## src/rtl/sprite_line_scheduler.sv

```systemverilog
// Per-scanline sprite scheduler: scans the slot table during horizontal blanking and
// publishes a registered list of up to MAXLINE sprites for the next visible line.
module sprite_line_scheduler #(
  parameter int unsigned NSPR      = 8,
  parameter int unsigned MAXLINE   = 4,
  parameter int unsigned HALF_W    = 15,
  parameter int unsigned HALF_H    = 25,
  parameter int unsigned H_SCAN    = 640,
  parameter int unsigned V_VISIBLE = 480,
  parameter int unsigned V_TOTAL   = 525,
  localparam int unsigned IW       = $clog2(NSPR)
) (
  input  logic                    clk_25m,
  input  logic                    rst,
  input  logic [9:0]              hc,
  input  logic [9:0]              vc,
  input  logic                    wr_en,
  input  logic [IW-1:0]           wr_idx,
  input  logic [9:0]              wr_x,
  input  logic [9:0]              wr_y,
  input  logic                    wr_exist,
  output logic                    wr_ready,
  output logic [MAXLINE-1:0]      act_valid,
  output logic [MAXLINE*IW-1:0]   act_id,
  output logic [MAXLINE*10-1:0]   act_x,
  output logic [MAXLINE*6-1:0]    act_row,
  output logic                    line_ovf,
  output logic                    frame_ovf
);

  localparam int unsigned CW = $clog2(MAXLINE + 1);

  // Rows are reported in 6 bits, so a sprite may be at most 64 lines tall.
  if (NSPR < 2 || NSPR > 16 || (NSPR & (NSPR - 1)) != 0 || MAXLINE < 1 || HALF_W < 1 ||
      HALF_H < 1 || 2 * HALF_H > 64) begin : g_param_check
    $error("sprite_line_scheduler: unsupported parameter set");
  end

  typedef enum logic [1:0] {StIdle, StScan, StCommit} state_e;

  state_e state_q, state_d;

  // Sprite table
  logic [9:0]      slot_x_q     [NSPR];
  logic [9:0]      slot_y_q     [NSPR];
  logic [NSPR-1:0] slot_exist_q;

  // Scan context and shadow list
  logic [9:0]      tl_q;
  logic [IW-1:0]   idx_q;
  logic [IW-1:0]   sh_id_q  [MAXLINE];
  logic [9:0]      sh_x_q   [MAXLINE];
  logic [5:0]      sh_row_q [MAXLINE];
  logic [CW-1:0]   sh_cnt_q;
  logic            sh_ovf_q;

  // Published list
  logic [MAXLINE-1:0]    act_valid_q;
  logic [MAXLINE*IW-1:0] act_id_q;
  logic [MAXLINE*10-1:0] act_x_q;
  logic [MAXLINE*6-1:0]  act_row_q;
  logic                  line_ovf_q;
  logic                  frame_ovf_q;

  logic        scan_trig;
  logic [9:0]  tl_next;
  logic [10:0] tl_ext;
  logic [10:0] y_ext;
  logic        tl_visible;
  logic        hit;
  logic [5:0]  row;
  logic        list_full;

  assign scan_trig  = (hc == 10'(H_SCAN));
  assign tl_next    = (vc == 10'(V_TOTAL - 1)) ? 10'd0 : vc + 10'd1;
  assign tl_ext     = {1'b0, tl_q};
  assign y_ext      = {1'b0, slot_y_q[idx_q]};
  assign tl_visible = (tl_q < 10'(V_VISIBLE));
  // Compare as tl+HALF_H >= y rather than tl >= y-HALF_H so that y < HALF_H cannot underflow.
  assign hit        = tl_visible && slot_exist_q[idx_q] &&
                      (tl_ext + 11'(HALF_H) >= y_ext) && (tl_ext < y_ext + 11'(HALF_H));
  assign row        = 6'(tl_ext + 11'(HALF_H) - y_ext);
  assign list_full  = (sh_cnt_q == CW'(MAXLINE));

  always_ff @(posedge clk_25m) begin
    if (rst) begin
      state_q <= StIdle;
    end else begin
      state_q <= state_d;
    end
  end

  always_comb begin
    state_d  = state_q;
    wr_ready = 1'b0;
    unique case (state_q)
      StIdle: begin
        wr_ready = 1'b1;
        if (scan_trig) state_d = StScan;
      end
      StScan: begin
        if (idx_q == IW'(NSPR - 1)) state_d = StCommit;
      end
      StCommit: state_d = StIdle;
      default:  state_d = StIdle;
    endcase
  end

  // The table only accepts writes while idle, so a scan always sees a stable snapshot.
  always_ff @(posedge clk_25m) begin
    if (rst) begin
      for (int unsigned s = 0; s < NSPR; s++) begin
        slot_x_q[s] <= '0;
        slot_y_q[s] <= '0;
      end
      slot_exist_q <= '0;
    end else if (state_q == StIdle && wr_en) begin
      slot_x_q[wr_idx]     <= wr_x;
      slot_y_q[wr_idx]     <= wr_y;
      slot_exist_q[wr_idx] <= wr_exist;
    end
  end

  always_ff @(posedge clk_25m) begin
    if (rst) begin
      tl_q        <= '0;
      idx_q       <= '0;
      sh_cnt_q    <= '0;
      sh_ovf_q    <= 1'b0;
      for (int unsigned e = 0; e < MAXLINE; e++) begin
        sh_id_q[e]  <= '0;
        sh_x_q[e]   <= '0;
        sh_row_q[e] <= '0;
      end
      act_valid_q <= '0;
      act_id_q    <= '0;
      act_x_q     <= '0;
      act_row_q   <= '0;
      line_ovf_q  <= 1'b0;
      frame_ovf_q <= 1'b0;
    end else begin
      unique case (state_q)
        StIdle: begin
          if (scan_trig) begin
            tl_q     <= tl_next;
            idx_q    <= '0;
            sh_cnt_q <= '0;
            sh_ovf_q <= 1'b0;
            for (int unsigned e = 0; e < MAXLINE; e++) begin
              sh_id_q[e]  <= '0;
              sh_x_q[e]   <= '0;
              sh_row_q[e] <= '0;
            end
          end
        end
        StScan: begin
          idx_q <= idx_q + IW'(1);
          if (hit) begin
            if (list_full) begin
              sh_ovf_q <= 1'b1;
            end else begin
              for (int unsigned e = 0; e < MAXLINE; e++) begin
                if (sh_cnt_q == CW'(e)) begin
                  sh_id_q[e]  <= idx_q;
                  sh_x_q[e]   <= slot_x_q[idx_q];
                  sh_row_q[e] <= row;
                end
              end
              sh_cnt_q <= sh_cnt_q + CW'(1);
            end
          end
        end
        StCommit: begin
          for (int unsigned e = 0; e < MAXLINE; e++) begin
            act_valid_q[e]         <= (CW'(e) < sh_cnt_q);
            act_id_q[e*IW +: IW]   <= sh_id_q[e];
            act_x_q[e*10 +: 10]    <= sh_x_q[e];
            act_row_q[e*6 +: 6]    <= sh_row_q[e];
          end
          line_ovf_q  <= sh_ovf_q;
          // Line 0 opens a new frame, so the sticky flag restarts there.
          frame_ovf_q <= (tl_q == 10'd0) ? sh_ovf_q : (frame_ovf_q | sh_ovf_q);
        end
        default: ;
      endcase
    end
  end

  assign act_valid = act_valid_q;
  assign act_id    = act_id_q;
  assign act_x     = act_x_q;
  assign act_row   = act_row_q;
  assign line_ovf  = line_ovf_q;
  assign frame_ovf = frame_ovf_q;

endmodule

```

## config.mk

```make
export PLATFORM = sky130hd
export DESIGN_NAME = sprite_line_scheduler
export DESIGN_NICKNAME = d
export VERILOG_FILES = /design/src/rtl/sprite_line_scheduler.sv
export SDC_FILE = /design/constraint.sdc
export NUM_CORES = 1
export LEC_CHECK = 0
export BUFFER_PORTS_ARGS = -buffer_cell sky130_fd_sc_hd__buf_4
export CAP_MARGIN = 20
export CORE_MARGIN = 4
export CORE_UTILIZATION = 50
export CTS_CLUSTER_DIAMETER = 30
export DETAILED_ROUTE_END_ITERATION = 6
export PLACE_DENSITY = 0.69
export SYNTH_ARGS = -nofsm -noshare
export SYNTH_HDL_FRONTEND = slang
export SYNTH_SLANG_ARGS = --single-unit
```

## constraint.sdc

```tcl
create_clock -name clk_25m -period 6.1 [get_ports clk_25m]
set_clock_uncertainty 0.1 [all_clocks]
set_input_delay 0.61 -clock clk_25m [delete_from_list [all_inputs] [get_ports clk_25m]]
set_output_delay 0.61 -clock clk_25m [all_outputs]
set_load 0.02 [all_outputs]
```

==> reports/results.tsv <==
metric	value	unit
slowest_stage	nand2_1	
cellLeakagePower	7.15	nW
syn_nets	1327	
drtPass1Iterations	5	
htreeDepth	2	
period_share	0.853	
max_freq	192	MHz
worst_setup_path_start_kind	flop	
critPathRequiredTime	6.20	ns
vias	9832	
cts_buffers	61	
layout_min_cycle_time	5.20	ns
setup_viol	0	
antenna_found_initial	0	
design_area	0.0185	mm^2
grt_setup_unrepaired	no	
layout-drive-gt1-share	0.213	
grt_pass1_wl	56500	um
drt.antenna.violating_nets	0	
p_per_area	339	mW/mm^2
slowest_delay	0.64	ns
io_buffers	129	
crit_path_cell_trace	mux4_2 > mux2i_1 > inv_1 > ha_1 > nor2b_1 > o21bai_2 > xnor2_1 > ha_1 > and3_1 > a221o_1 > a31oi_1 > o21ai_0 > o21ai_4 > nand3_1 > buf_4 > nand2_1	
syn_area_per_cell	11.9	um^2
cts_tree	done	
fp-row-count	62	
end_kind	flop	
synth_cell_types	50	
arrival	5.30	ns
synth-edff-count	217	
gp_congestion	0.840	
fill_cells	2190	
die-area	0.0327	mm^2
path_max_fanout	20	
place_hpwl	22400	um
syn_area	0.0149	mm^2
antenna_cells	0	
postCtsHoldBufs	0	
outcome	complete, no violations	
vias_per_cell	5.39	
insertion_delay	0.60	ns
clk_path_buf_depth	3	
synth_ff_type	edfxtp_1	
area.growth.synth_to_final	24.0	%
ir_drop	0.228	mV
pre_cts_ws	0.897	ns
worst_slack	0.900	ns
layout.nets	1465	
timing.max_cap.violations	0	
setup-tns-final	0	ns
maxSlewViolCount	0	
die_w	181	um
grt_overflow_total	0	
synth_warnings	0	
post_cts_resized	0	
worstMarginPinSlew	1.17	ns
dpl-instance-area	0.0162	mm^2
cpMostUsedCell	ha_1	
maxSlewHeadroom	0.218	
initial_utilization	0.513	
drt-total-wl	35700	um
ys_ff_latch	348	
grtUsageTotal	0.216	
route.detailed.drc	0	
grt_pass1_vias	10039	
core-area	0.0291	mm^2
async_reset_ff_frac	0	
critPathKind	reg2reg	
p_total	6.28	mW
root_buffer	clkbuf_16	
postSynthCellCount	1249	
hold_path.class	in2reg	
ys_seq_area_frac	0.612	
io_pins	130	
dr.first_iter.drc_count	703	
path_clk_slew	0.05	ns
hold_viol	0	
multiInputGateArea	0.00544	mm^2
regArea	0.00914	mm^2
die_h	181	um
post_cts_buffers	0	
wl_per_cell	19.6	um
cts.sinks	348	
timing.hold.ws	0.192	ns
grt_start_max_net_pins	83	
[layout by cell type, fill, tap and decap left out, types with 22 or more instances in the layout]
cell / Yosys / final
inv_1: 24 / 24
edfxtp_1: 217 / 217
nand2_1: 212 / 212
mux2i_1: 38 / 38
ha_1: 30 / 30
nor2_1: 81 / 75
dfxtp_1: 131 / 129
a21oi_1: 91 / 91
mux4_2: 32 / 32
and2_1: 161 / 161
o21ai_0: 22 / 22
buf_4: 1 / 143
clkbuf_16: 0 / 63
[report_power, final]
group          leakage (nW)  total, mW  internal, mW  switching, mW
Clock                  1.06       3.49          2.22           1.27
Sequential             3.32       2.58          2.56         0.0177
Combinational          2.77      0.205        0.0735          0.132
Total                  7.15       6.28          4.86           1.42
[sequential cells by signal, summed over array words and instances, names as in the netlist, named ones only]
name / count
slot_x_q: 80
slot_y_q: 80
act_x: 40
sh_x_q: 40
act_row: 24
sh_row_q: 24
act_id: 12
sh_id_q: 12
tl_q: 10
slot_exist_q: 8
act_valid: 4
idx_q: 3
sh_cnt_q: 3
state_q: 2
frame_ovf: 1
line_ovf: 1
sh_ovf_q: 1
[per-stage QoR]
step,util,std cells
after floorplan,-,1249
after global placement,0.558,1704
after detailed placement,0.559,1705
after CTS,0.633,1821
after global routing,0.636,1824
final,0.636,1824
[cells by family (layout without fill, tap and decap cells)]
kind of cell / Yosys count / count (layout) / share of synthesized area
and+or+nand+nor: 518 / 518 / 0.168
buffers and inverters: 96 / 287 / 0.0274
adders and majority gates: 31 / 31 / 0.0265
muxes: 84 / 84 / 0.0949
AOI/OAI and AO/OA: 144 / 144 / 0.0545
DFF: 348 / 348 / 0.612
xor gates and xnor gates: 28 / 28 / 0.0164
[area by class of cell]
class | instances | area share
sequential | 348 | 0.494
timing repair buffer | 147 | 0.0633
multi-input combinational | 805 | 0.294
inverter | 24 | 0.00487
tap | 384 | 0.0260
clock inverter | 47 | 0.0297
clock buffer | 69 | 0.0881
[cell usage after synthesis (5+ instances only)]
cell type / instances / area [um^2]
nand2_1: 212 / 796
nand3_1: 15 / 75.1
nor2b_1: 7 / 43.8
xnor2_1: 13 / 114
a21oi_1: 91 / 455
dfxtp_1: 131 / 2620
nor2_1: 81 / 304
a21o_1: 14 / 105
a31oi_1: 5 / 31.3
and3_1: 5 / 31.3
buf_2: 9 / 45.0
mux2i_1: 38 / 380
o21ai_0: 22 / 110
nand2b_1: 9 / 56.3
edfxtp_1: 217 / 6520
clkbuf_1: 49 / 184
mux4_1: 10 / 263
ha_1: 30 / 375
and2_1: 161 / 1010
inv_1: 24 / 90.1
nor3_1: 9 / 45.0
buf_1: 9 / 33.8
xor2_1: 15 / 131
mux4_2: 32 / 721
[path summary, 6_finish.rpt]
path            start       endpoint  slack (ns)  cells past startpoint
max reg2reg      flop  sh_id_q[0][1]        0.90                     16
max              flop  sh_id_q[0][1]        0.90                     16
min reg2reg  act_x[6]       act_x[6]        0.35                      2
min             vc[0]        tl_q[0]        0.19                      2
[critical path, delay by kind of cell (launching register included)]
| family | cells | cell delay (ns) |
|---|---|---|
| compound gates | 5 | 1.13 |
| xor+xnor | 1 | 0.18 |
| fa+ha+maj | 2 | 0.50 |
| buf+inv | 2 | 0.33 |
| flops | 1 | 0.60 |
| mux | 2 | 0.91 |
| simple gates | 4 | 1.08 |
[layer usage]
layer	vias to the layer above	track usage	share of wire
li1	4674	-	-
met1	4782	0.298	0.43
met2	309	0.354	0.48
met3	67	0.0422	0.062
met4	0	0.0605	0.021
met5	-	0	0
(Power assumes the default switching activity.)
